## src/rtl/rv32i_pkg.sv

```systemverilog
// Shared RV32I front-end definitions: fetch FSM encoding, instruction size, reset vector.
// Latency: n/a (types and constants only).
// Backpressure: n/a.
package rv32i_pkg;

  typedef enum logic [1:0] {
    S_IDLE = 2'd0,
    S_REQ  = 2'd1,
    S_WAIT = 2'd2
  } fetch_state_t;

  localparam int unsigned INSTR_BYTES = 4;

  // Same default as the program-counter block so both agree on the boot address.
  localparam logic [31:0] RESET_VECTOR_DEFAULT = 32'h0000_0000;

endpackage

```

## src/rtl/if_fetch_unit_if.sv

```systemverilog
// Fetch unit bundle: instruction memory port, execute redirect, decode handshake.
// Latency: n/a (wiring only). Optional perf counter outputs exist when IF_PERF_CNT_EN is defined.
// Backpressure: decode via instr_ready, memory via imem_gnt.
interface if_fetch_unit_if;

  logic        imem_req;
  logic [31:0] imem_addr;
  logic        imem_gnt;
  logic        imem_rvalid;
  logic [31:0] imem_rdata;
  logic        redirect_valid;
  logic [31:0] redirect_pc;
  logic        instr_valid;
  logic        instr_ready;
  logic [31:0] instr;
  logic [31:0] instr_pc;

`ifdef IF_PERF_CNT_EN
  logic [31:0] perf_fetch_cnt;
  logic [31:0] perf_stall_cnt;

  modport master (
    output imem_req, imem_addr, instr_valid, instr, instr_pc, perf_fetch_cnt, perf_stall_cnt,
    input  imem_gnt, imem_rvalid, imem_rdata, redirect_valid, redirect_pc, instr_ready
  );
  modport slave (
    input  imem_req, imem_addr, instr_valid, instr, instr_pc, perf_fetch_cnt, perf_stall_cnt,
    output imem_gnt, imem_rvalid, imem_rdata, redirect_valid, redirect_pc, instr_ready
  );
`else
  modport master (
    output imem_req, imem_addr, instr_valid, instr, instr_pc,
    input  imem_gnt, imem_rvalid, imem_rdata, redirect_valid, redirect_pc, instr_ready
  );
  modport slave (
    input  imem_req, imem_addr, instr_valid, instr, instr_pc,
    output imem_gnt, imem_rvalid, imem_rdata, redirect_valid, redirect_pc, instr_ready
  );
`endif

endinterface

```

## src/rtl/if_out_reg.sv

```systemverilog
// Single-entry valid/ready holding register for fetched instruction + PC, with flush.
// Latency: 1 cycle from load to valid.
// Backpressure: payload held while valid && !ready; loads are only issued when empty.
module if_out_reg #(
  parameter int XLEN = 32
) (
  input  logic            clk,
  input  logic            rst,
  input  logic            load,
  input  logic [XLEN-1:0] load_instr,
  input  logic [XLEN-1:0] load_pc,
  input  logic            flush,
  input  logic            ready,
  output logic            valid,
  output logic [XLEN-1:0] instr,
  output logic [XLEN-1:0] pc
);

  // occupancy: flush beats load beats consume
  always_ff @(posedge clk or negedge rst) begin
    if (!rst)                valid <= 1'b0;
    else if (flush)          valid <= 1'b0;
    else if (load)           valid <= 1'b1;
    else if (valid && ready) valid <= 1'b0;
  end

  // payload only changes on load, so it stays stable under backpressure
  always_ff @(posedge clk or negedge rst) begin
    if (!rst) begin
      instr <= '0;
      pc    <= '0;
    end else if (load) begin
      instr <= load_instr;
      pc    <= load_pc;
    end
  end

endmodule

```

## src/rtl/if_fetch_unit.sv

```systemverilog
// RV32I fetch: owns fetch PC, one outstanding imem read, hands instr+PC to decode. Optional IF_PERF_CNT_EN.
// Latency: first request 2nd cycle after reset; 1 instr per 3 cycles peak with 1-cycle memory.
// Backpressure: no request while the output register is full; redirect suppresses the request.
module if_fetch_unit
  import rv32i_pkg::*;
#(
  parameter logic [31:0] RESET_VECTOR = RESET_VECTOR_DEFAULT,
  parameter int          XLEN         = 32
) (
  input  logic             clk,
  input  logic             rst,
  if_fetch_unit_if.master  bus
);

  fetch_state_t    state, state_nxt;
  logic [XLEN-1:0] fetch_pc, fetch_pc_nxt;
  logic            discard, discard_nxt;
  logic            req;
  logic            load;
  logic            out_valid;

  // FSM state, fetch PC and stale-response flag
  always_ff @(posedge clk or negedge rst) begin
    if (!rst) begin
      state    <= S_IDLE;
      fetch_pc <= RESET_VECTOR;
      discard  <= 1'b0;
    end else begin
      state    <= state_nxt;
      fetch_pc <= fetch_pc_nxt;
      discard  <= discard_nxt;
    end
  end

  // next state, request, response capture; redirect overrides the PC last
  always_comb begin
    state_nxt    = state;
    fetch_pc_nxt = fetch_pc;
    discard_nxt  = discard;
    req          = 1'b0;
    load         = 1'b0;
    case (state)
      S_IDLE: state_nxt = S_REQ;
      S_REQ: begin
        req = !out_valid && !bus.redirect_valid;
        if (req && bus.imem_gnt) state_nxt = S_WAIT;
      end
      S_WAIT: begin
        if (bus.imem_rvalid) begin
          state_nxt   = S_REQ;
          discard_nxt = 1'b0;
          // a response racing a redirect belongs to the old path
          if (!discard && !bus.redirect_valid) begin
            load         = 1'b1;
            fetch_pc_nxt = fetch_pc + XLEN'(INSTR_BYTES);
          end
        end else if (bus.redirect_valid) begin
          discard_nxt = 1'b1;
        end
      end
      default: state_nxt = S_IDLE;
    endcase
    if (bus.redirect_valid) fetch_pc_nxt = bus.redirect_pc & ~XLEN'(3);
  end

  if_out_reg #(.XLEN(XLEN)) u_out_reg (
    .clk        (clk),
    .rst        (rst),
    .load       (load),
    .load_instr (bus.imem_rdata),
    .load_pc    (fetch_pc),
    .flush      (bus.redirect_valid),
    .ready      (bus.instr_ready),
    .valid      (out_valid),
    .instr      (bus.instr),
    .pc         (bus.instr_pc)
  );

  assign bus.imem_req    = req;
  assign bus.imem_addr   = fetch_pc;
  assign bus.instr_valid = out_valid;

`ifdef IF_PERF_CNT_EN
  logic [31:0] fetch_cnt;
  logic [31:0] stall_cnt;

  // transfer and stall counters, wrapping, independent of redirect
  always_ff @(posedge clk or negedge rst) begin
    if (!rst) begin
      fetch_cnt <= '0;
      stall_cnt <= '0;
    end else begin
      if (out_valid && bus.instr_ready)  fetch_cnt <= fetch_cnt + 32'd1;
      if (out_valid && !bus.instr_ready) stall_cnt <= stall_cnt + 32'd1;
    end
  end

  assign bus.perf_fetch_cnt = fetch_cnt;
  assign bus.perf_stall_cnt = stall_cnt;
`endif

endmodule

```

## src/flat_wrapper.sv

```systemverilog
// flat-port wrapper written by rule: the top's interface ports become plain ports
module if_fetch_unit_flat import rv32i_pkg::*;
#(
  parameter logic [31:0] RESET_VECTOR = RESET_VECTOR_DEFAULT,
  parameter int          XLEN         = 32
)
  (clk, rst, bus_imem_req, bus_imem_addr, bus_instr_valid, bus_instr, bus_instr_pc, bus_imem_gnt, bus_imem_rvalid, bus_imem_rdata, bus_redirect_valid, bus_redirect_pc, bus_instr_ready);
  if_fetch_unit_if bus_i ();
  input  logic clk;
  input  logic rst;
  output wire logic [$bits(bus_i.imem_req)-1:0] bus_imem_req;
  output wire logic [$bits(bus_i.imem_addr)-1:0] bus_imem_addr;
  output wire logic [$bits(bus_i.instr_valid)-1:0] bus_instr_valid;
  output wire logic [$bits(bus_i.instr)-1:0] bus_instr;
  output wire logic [$bits(bus_i.instr_pc)-1:0] bus_instr_pc;
  input wire logic [$bits(bus_i.imem_gnt)-1:0] bus_imem_gnt;
  input wire logic [$bits(bus_i.imem_rvalid)-1:0] bus_imem_rvalid;
  input wire logic [$bits(bus_i.imem_rdata)-1:0] bus_imem_rdata;
  input wire logic [$bits(bus_i.redirect_valid)-1:0] bus_redirect_valid;
  input wire logic [$bits(bus_i.redirect_pc)-1:0] bus_redirect_pc;
  input wire logic [$bits(bus_i.instr_ready)-1:0] bus_instr_ready;
  assign bus_imem_req = bus_i.imem_req;
  assign bus_imem_addr = bus_i.imem_addr;
  assign bus_instr_valid = bus_i.instr_valid;
  assign bus_instr = bus_i.instr;
  assign bus_instr_pc = bus_i.instr_pc;
  assign bus_i.imem_gnt = bus_imem_gnt;
  assign bus_i.imem_rvalid = bus_imem_rvalid;
  assign bus_i.imem_rdata = bus_imem_rdata;
  assign bus_i.redirect_valid = bus_redirect_valid;
  assign bus_i.redirect_pc = bus_redirect_pc;
  assign bus_i.instr_ready = bus_instr_ready;
  if_fetch_unit #(.RESET_VECTOR(RESET_VECTOR), .XLEN(XLEN)) u_core (.clk(clk), .rst(rst), .bus(bus_i));
endmodule
```

## config.mk

```make
export PLATFORM = sky130hd
export DESIGN_NAME = if_fetch_unit_flat
export DESIGN_NICKNAME = d
export VERILOG_FILES = /design/src/rtl/rv32i_pkg.sv /design/src/rtl/if_fetch_unit_if.sv /design/src/rtl/if_out_reg.sv /design/src/rtl/if_fetch_unit.sv /design/src/flat_wrapper.sv
export SDC_FILE = /design/constraint.sdc
export NUM_CORES = 1
export LEC_CHECK = 0
export BUFFER_PORTS_ARGS = -buffer_cell sky130_fd_sc_hd__buf_2
export CORE_MARGIN = 2
export CORE_UTILIZATION = 45
export DETAILED_ROUTE_END_ITERATION = 12
export PLACE_DENSITY = 0.73
export SYNTH_ARGS = -nofsm -noshare
export SYNTH_HDL_FRONTEND = slang
export SYNTH_HIERARCHICAL = 1
export SYNTH_SLANG_ARGS = --single-unit
```

## constraint.sdc

```tcl
create_clock -name clk -period 2.65 [get_ports clk]
set_input_delay 0.265 -clock clk [delete_from_list [all_inputs] [get_ports clk]]
set_output_delay 0.265 -clock clk [all_outputs]
set_load 0.01 [all_outputs]
```

# Yosys cells after proc, flatten, opt, wreduce, memory -nomap -nowiden
# Cells that the tools add are included.
# totals
in_bits	70
out_inout_bits	98
latch_bits	0
word_cells	42
rom_bits	0
mem_bits_rw	0
regBits	100
mem_count	0
# op_classes
bitwise	0
magnitude_cmp	0
n_shift	0
mul	0
n_reduce_logical	15
eq_ne	4
div	0
addsub	1
n_mux	16
# ops
cell	count
$mux 32	4
$add 32x3->32 const B	1
$mux 1	9
$pmux 2 s3	1
$reduce_bool 2->1	3
$logic_and 1x1->1	4
$mux 2	2
$reduce_and 2->1	2
$logic_not 1->1	3
$reduce_and 3->1	1
$reduce_bool 3->1	1
$eq 2x1->1 const B	1
$eq 2x2->1 const B	1
$logic_not 2->1	1
$ne 2x1->1 const B	1
$ne 2x2->1 const B	1

# Logic depth before layout (Yosys ltp)
# logic_depth
ltp_word	7
ltp_mapped	7
ltp_nobuf	6

# Modules after synthesis
# The synthesis kept the hierarchy.
# modules_own_cells
module	cells_per_inst	instances	seq_area_each_um2	area_each_um2
if_out_reg	139	1	1626.6	2618.8
if_fetch_unit	218	1	825.8	1904.3

# Worst setup path before layout
# OpenSTA, ideal clock, no wires.
# synth_timing
path_type	reg2reg
start	register u_core.fetch_pc[6] (netlist: u_core/bus.imem_addr[6])
end	register u_core.fetch_pc[31] (netlist: u_core/bus.imem_addr[31])
slack_ns	0.715
setup_time_ns	0.124
t_required_ns	2.526
path_buffers	1
t_arrival_ns	1.811
synth_period_minus_slack_ns	1.935
stages_incl_launch_ff	6
cell_sequence	dfrtp_1 -> nand3_2 -> or4_4 -> buf_6 -> o31a_1 -> o31a_1
# synth_between
elab_chain_len	5
# synth_lines
element	line_no	rtl
start: declaration	if_fetch_unit.sv:16	logic [XLEN-1:0] fetch_pc, fetch_pc_nxt;
start signal: assignment	if_fetch_unit.sv:30	fetch_pc <= fetch_pc_nxt;
$add 32x3->32	if_fetch_unit.sv:55	fetch_pc_nxt = fetch_pc + XLEN'(INSTR_BYTES);
$mux 32	if_fetch_unit.sv:53	if (!discard && !bus.redirect_valid) begin
$mux 32	if_fetch_unit.sv:49	if (bus.imem_rvalid) begin
$mux 32	if_fetch_unit.sv:42	case (state)
$mux 32	if_fetch_unit.sv:63	if (bus.redirect_valid) fetch_pc_nxt = bus.redirect_pc & ~XLEN'(3);
# Every way passes these cells. The select of a mux whose other input is x is not followed.
# A chain may end at the register's enable or synchronous reset.

# Final worst setup path
# layout_timing
start	register u_core.state[0]
end	register u_core.u_out_reg.instr[31]
# layout_between
elab_chain_len	2
# layout_lines
element	line_no	rtl
start: declaration	if_fetch_unit.sv:15	fetch_state_t state, state_nxt;
start signal: assignment	if_fetch_unit.sv:29	state <= state_nxt;
$eq 2x2->1	if_fetch_unit.sv:42	
$mux 1	if_fetch_unit.sv:42	
net u_core.load	if_fetch_unit.sv:19	logic load;
end signal: assignment	if_out_reg.sv:33	instr <= load_instr;
end: declaration	if_out_reg.sv:15	output logic [XLEN-1:0] instr,
# The timed path passes the listed nets, and every way through them passes these cells.

==> flow_summary.ini <==
[status]
status = finished, violations left
violations = hold timing

[hold_path]
hold_path_class = input pin to async pin

[synthesis]
synth_largest_area_cell = dfrtp_1
synth-seq-cells = 98
synth_area_um2 = 4520
async_flop_share_pct = 100
yosysTopAreaCellShare_pct = 54.2
ys_warn_count = 6
synthTopCellsByArea = dfrtp_1 (54%), mux2_4 (16%), mux2_2 (4.0%)
yosys.cell_count.top_type = dfrtp_1
synth_edf_count = 0
yosys.cell_types.count = 39
synth_flop_cell = dfrtp_1
yosys-top-cells-count = dfrtp_1 (98), mux2_4 (49), nand2_1 (40)
yosysSeqAreaShare_pct = 54.2
synthCells = 357
synth_area_per_cell_um2 = 12.7

[cells_and_area]
n_antenna_cell = 0
fin_util_pct = 58.1
drive_above_1_share_pct = 48.9
nets = 594
fillers = 819
syn_to_final_growth_pct = 25.5

[floorplan]
die_x_um = 104
ios = 168
initial_core_util_pct = 46.3
dieArea_um2 = 10900
die_y_um = 104
core_um2 = 9770
rows = 36

[sta]
period_share_pct = 80.3
rsz0062_at_grt = false
hold_slack_ns = -0.00532
worst_pin_slew_ns = 0.852
fmax_ghz = 0.470
finalSetupViolCount = 0
drv_slew = 0
fin_setup_tns_ns = 0
period_needed_ns = 2.13
finalClockSkew_ns = 0.0118
maxSlewHeadroom_pct = 43.2
hold_violations = 3

[clock_tree]
clock-sinks = 98
h-tree-depth = 3
root_buffer = clkbuf_8
clock_path_buffers = 2
cts_buffers = 9
cts_tree = yes
clk_latency_ns = 0.36
postCtsHoldBufs = 0
cts.repair.resized = 0
post_cts_buffers = 0
path_clk_slew_ns = 0.09

[placed_design]
gp_congestion = 0.760
io_buffers = 163
hpwl_um = 7280

[global_route]
grt_pass1_vias = 3263
grt_pass1_wl_um = 16800
antenna_found_initial = 0
grt_max_degree = 70
track_usage_pct = 19.4
grt_overflow = 0

[routing]
vias = 3247
avgViaCountPerCell = 4.91
drt_pass1_iterations = 4
drcViolationCount = 0
totalWireLength_um = 10000
drt_iter0_drc = 84
antenna_left = 0
wire_per_inst_um = 15.1

[critical_path]
required_ns = 2.90
path_cells = nand4bb_1, nor2_4, buf_12, mux2_2
cp.depth = 4
crit_path_start_kind = register
cp-end-kind = register
crit_type = register to register
slowest_delay_ns = 0.46
rrSetupSlack_ns = 0.52
reg2regPathDepth = 4
cp.arrival_ns = 2.38
slowest_stage = nor2_4
critPathMaxFanout = 33
cpLargestDelayFamily = simple AND/OR/NAND/NOR gates
path_buf_inv = 1

[power_and_ir_drop]
power.density_nw_per_um2 = 796
vdd_ir_drop_max_v = 0.000323
p_leak_nw = 2.84

[flow_run]
cap_violations = 0
[state kept, by name, summed over array words and instances (netlist names)]
register / count
u_core/u_out_reg/pc: 32
u_core/u_out_reg/valid: 1
u_core/u_out_reg/instr: 32
u_core/discard: 1
u_core/state: 2
u_core/bus.imem_addr: 30
[worst reg2reg max path, cell delays in order (launching register included)]
cell and delay [ns]:
dfrtp_1 0.43, nand4bb_1 0.40, nor2_4 0.46, buf_12 0.31, mux2_2 0.42
[placed cells by master, fill, tap and decap left out, types with 5 or more instances in the layout]
master	Yosys	routed
nor2_1	6	5
buf_2	2	162
o21ai_0	22	22
nand2_1	40	40
xor2_1	10	10
nand3_1	13	13
and3_1	5	5
o21ai_1	6	6
mux2_2	16	16
mux2_4	49	49
buf_4	2	8
xnor2_1	18	18
nor3_1	14	14
nand4_1	6	6
dfrtp_1	98	98
clkbuf_8	0	11
inv_1	6	6
[cell type report]
cell class                 count  area (um^2)  area share (%)
timing repair buffer         171          891            15.7
clock buffer                  11          151            2.67
sequential                    98         2450            43.2
tap                          133          166            2.93
clock inverter                 5         60.1            1.06
multi-input combinational    237         1930            34.1
inverter                       6         22.5           0.397
[metrics by stage]
stage,area [um^2],std cells,setup WS [ns],power (mW)
after floorplan,4530,360,0.715,2.97
after global placement,5470,645,0.540,3.51
after detailed placement,5470,645,0.523,3.56
after CTS,5680,661,0.510,4.58
after global routing,5680,661,0.399,4.79
final,5680,661,0.522,4.52
[cells by family after synthesis]
| kind of cell | after synthesis | share of synthesized area [%] |
|---|---|---|
| flip-flops | 98 | 54.2 |
| multiplexers | 66 | 20.5 |
| buffers and inverters | 25 | 3.46 |
| other | 1 | 0.0829 |
| XOR/XNOR | 28 | 5.42 |
| adder cells (fa/ha/maj) | 1 | 0.277 |
| AND/OR/NAND/NOR | 103 | 11.9 |
| AO/OA/AOI/OAI | 35 | 4.18 |
[layer usage]
metal	routed length, um	track usage [%]	vias up
met5	0	0	-
met4	191	7.72	0
met3	467	3.76	13
met2	4840	31.1	95
met1	4500	25.9	1572
li1	-	-	1567
[report_power, final]
group          switching, mW  internal [mW]  leakage [nW]
Combinational          0.571          0.781          1.47
Clock                  0.509          0.491         0.106
Sequential             0.260           1.91          1.26
Total                   1.34           3.18          2.84
[worst paths after layout]
kind	from	end
worst max-delay path	u_core/state[0]	u_core/u_out_reg/instr[31]
worst min-delay path	rst	u_core/u_out_reg/instr[10]
worst max register to register	u_core/state[0]	u_core/u_out_reg/instr[31]
worst min register to register	u_core/u_out_reg/instr[30]	u_core/u_out_reg/instr[30]
max in group asynchronous	rst	u_core/u_out_reg/pc[10]
min in group clk	bus_redirect_pc[10]	u_core/bus.imem_addr[10]
No activity file was read; power rests on OpenSTA's default activity.
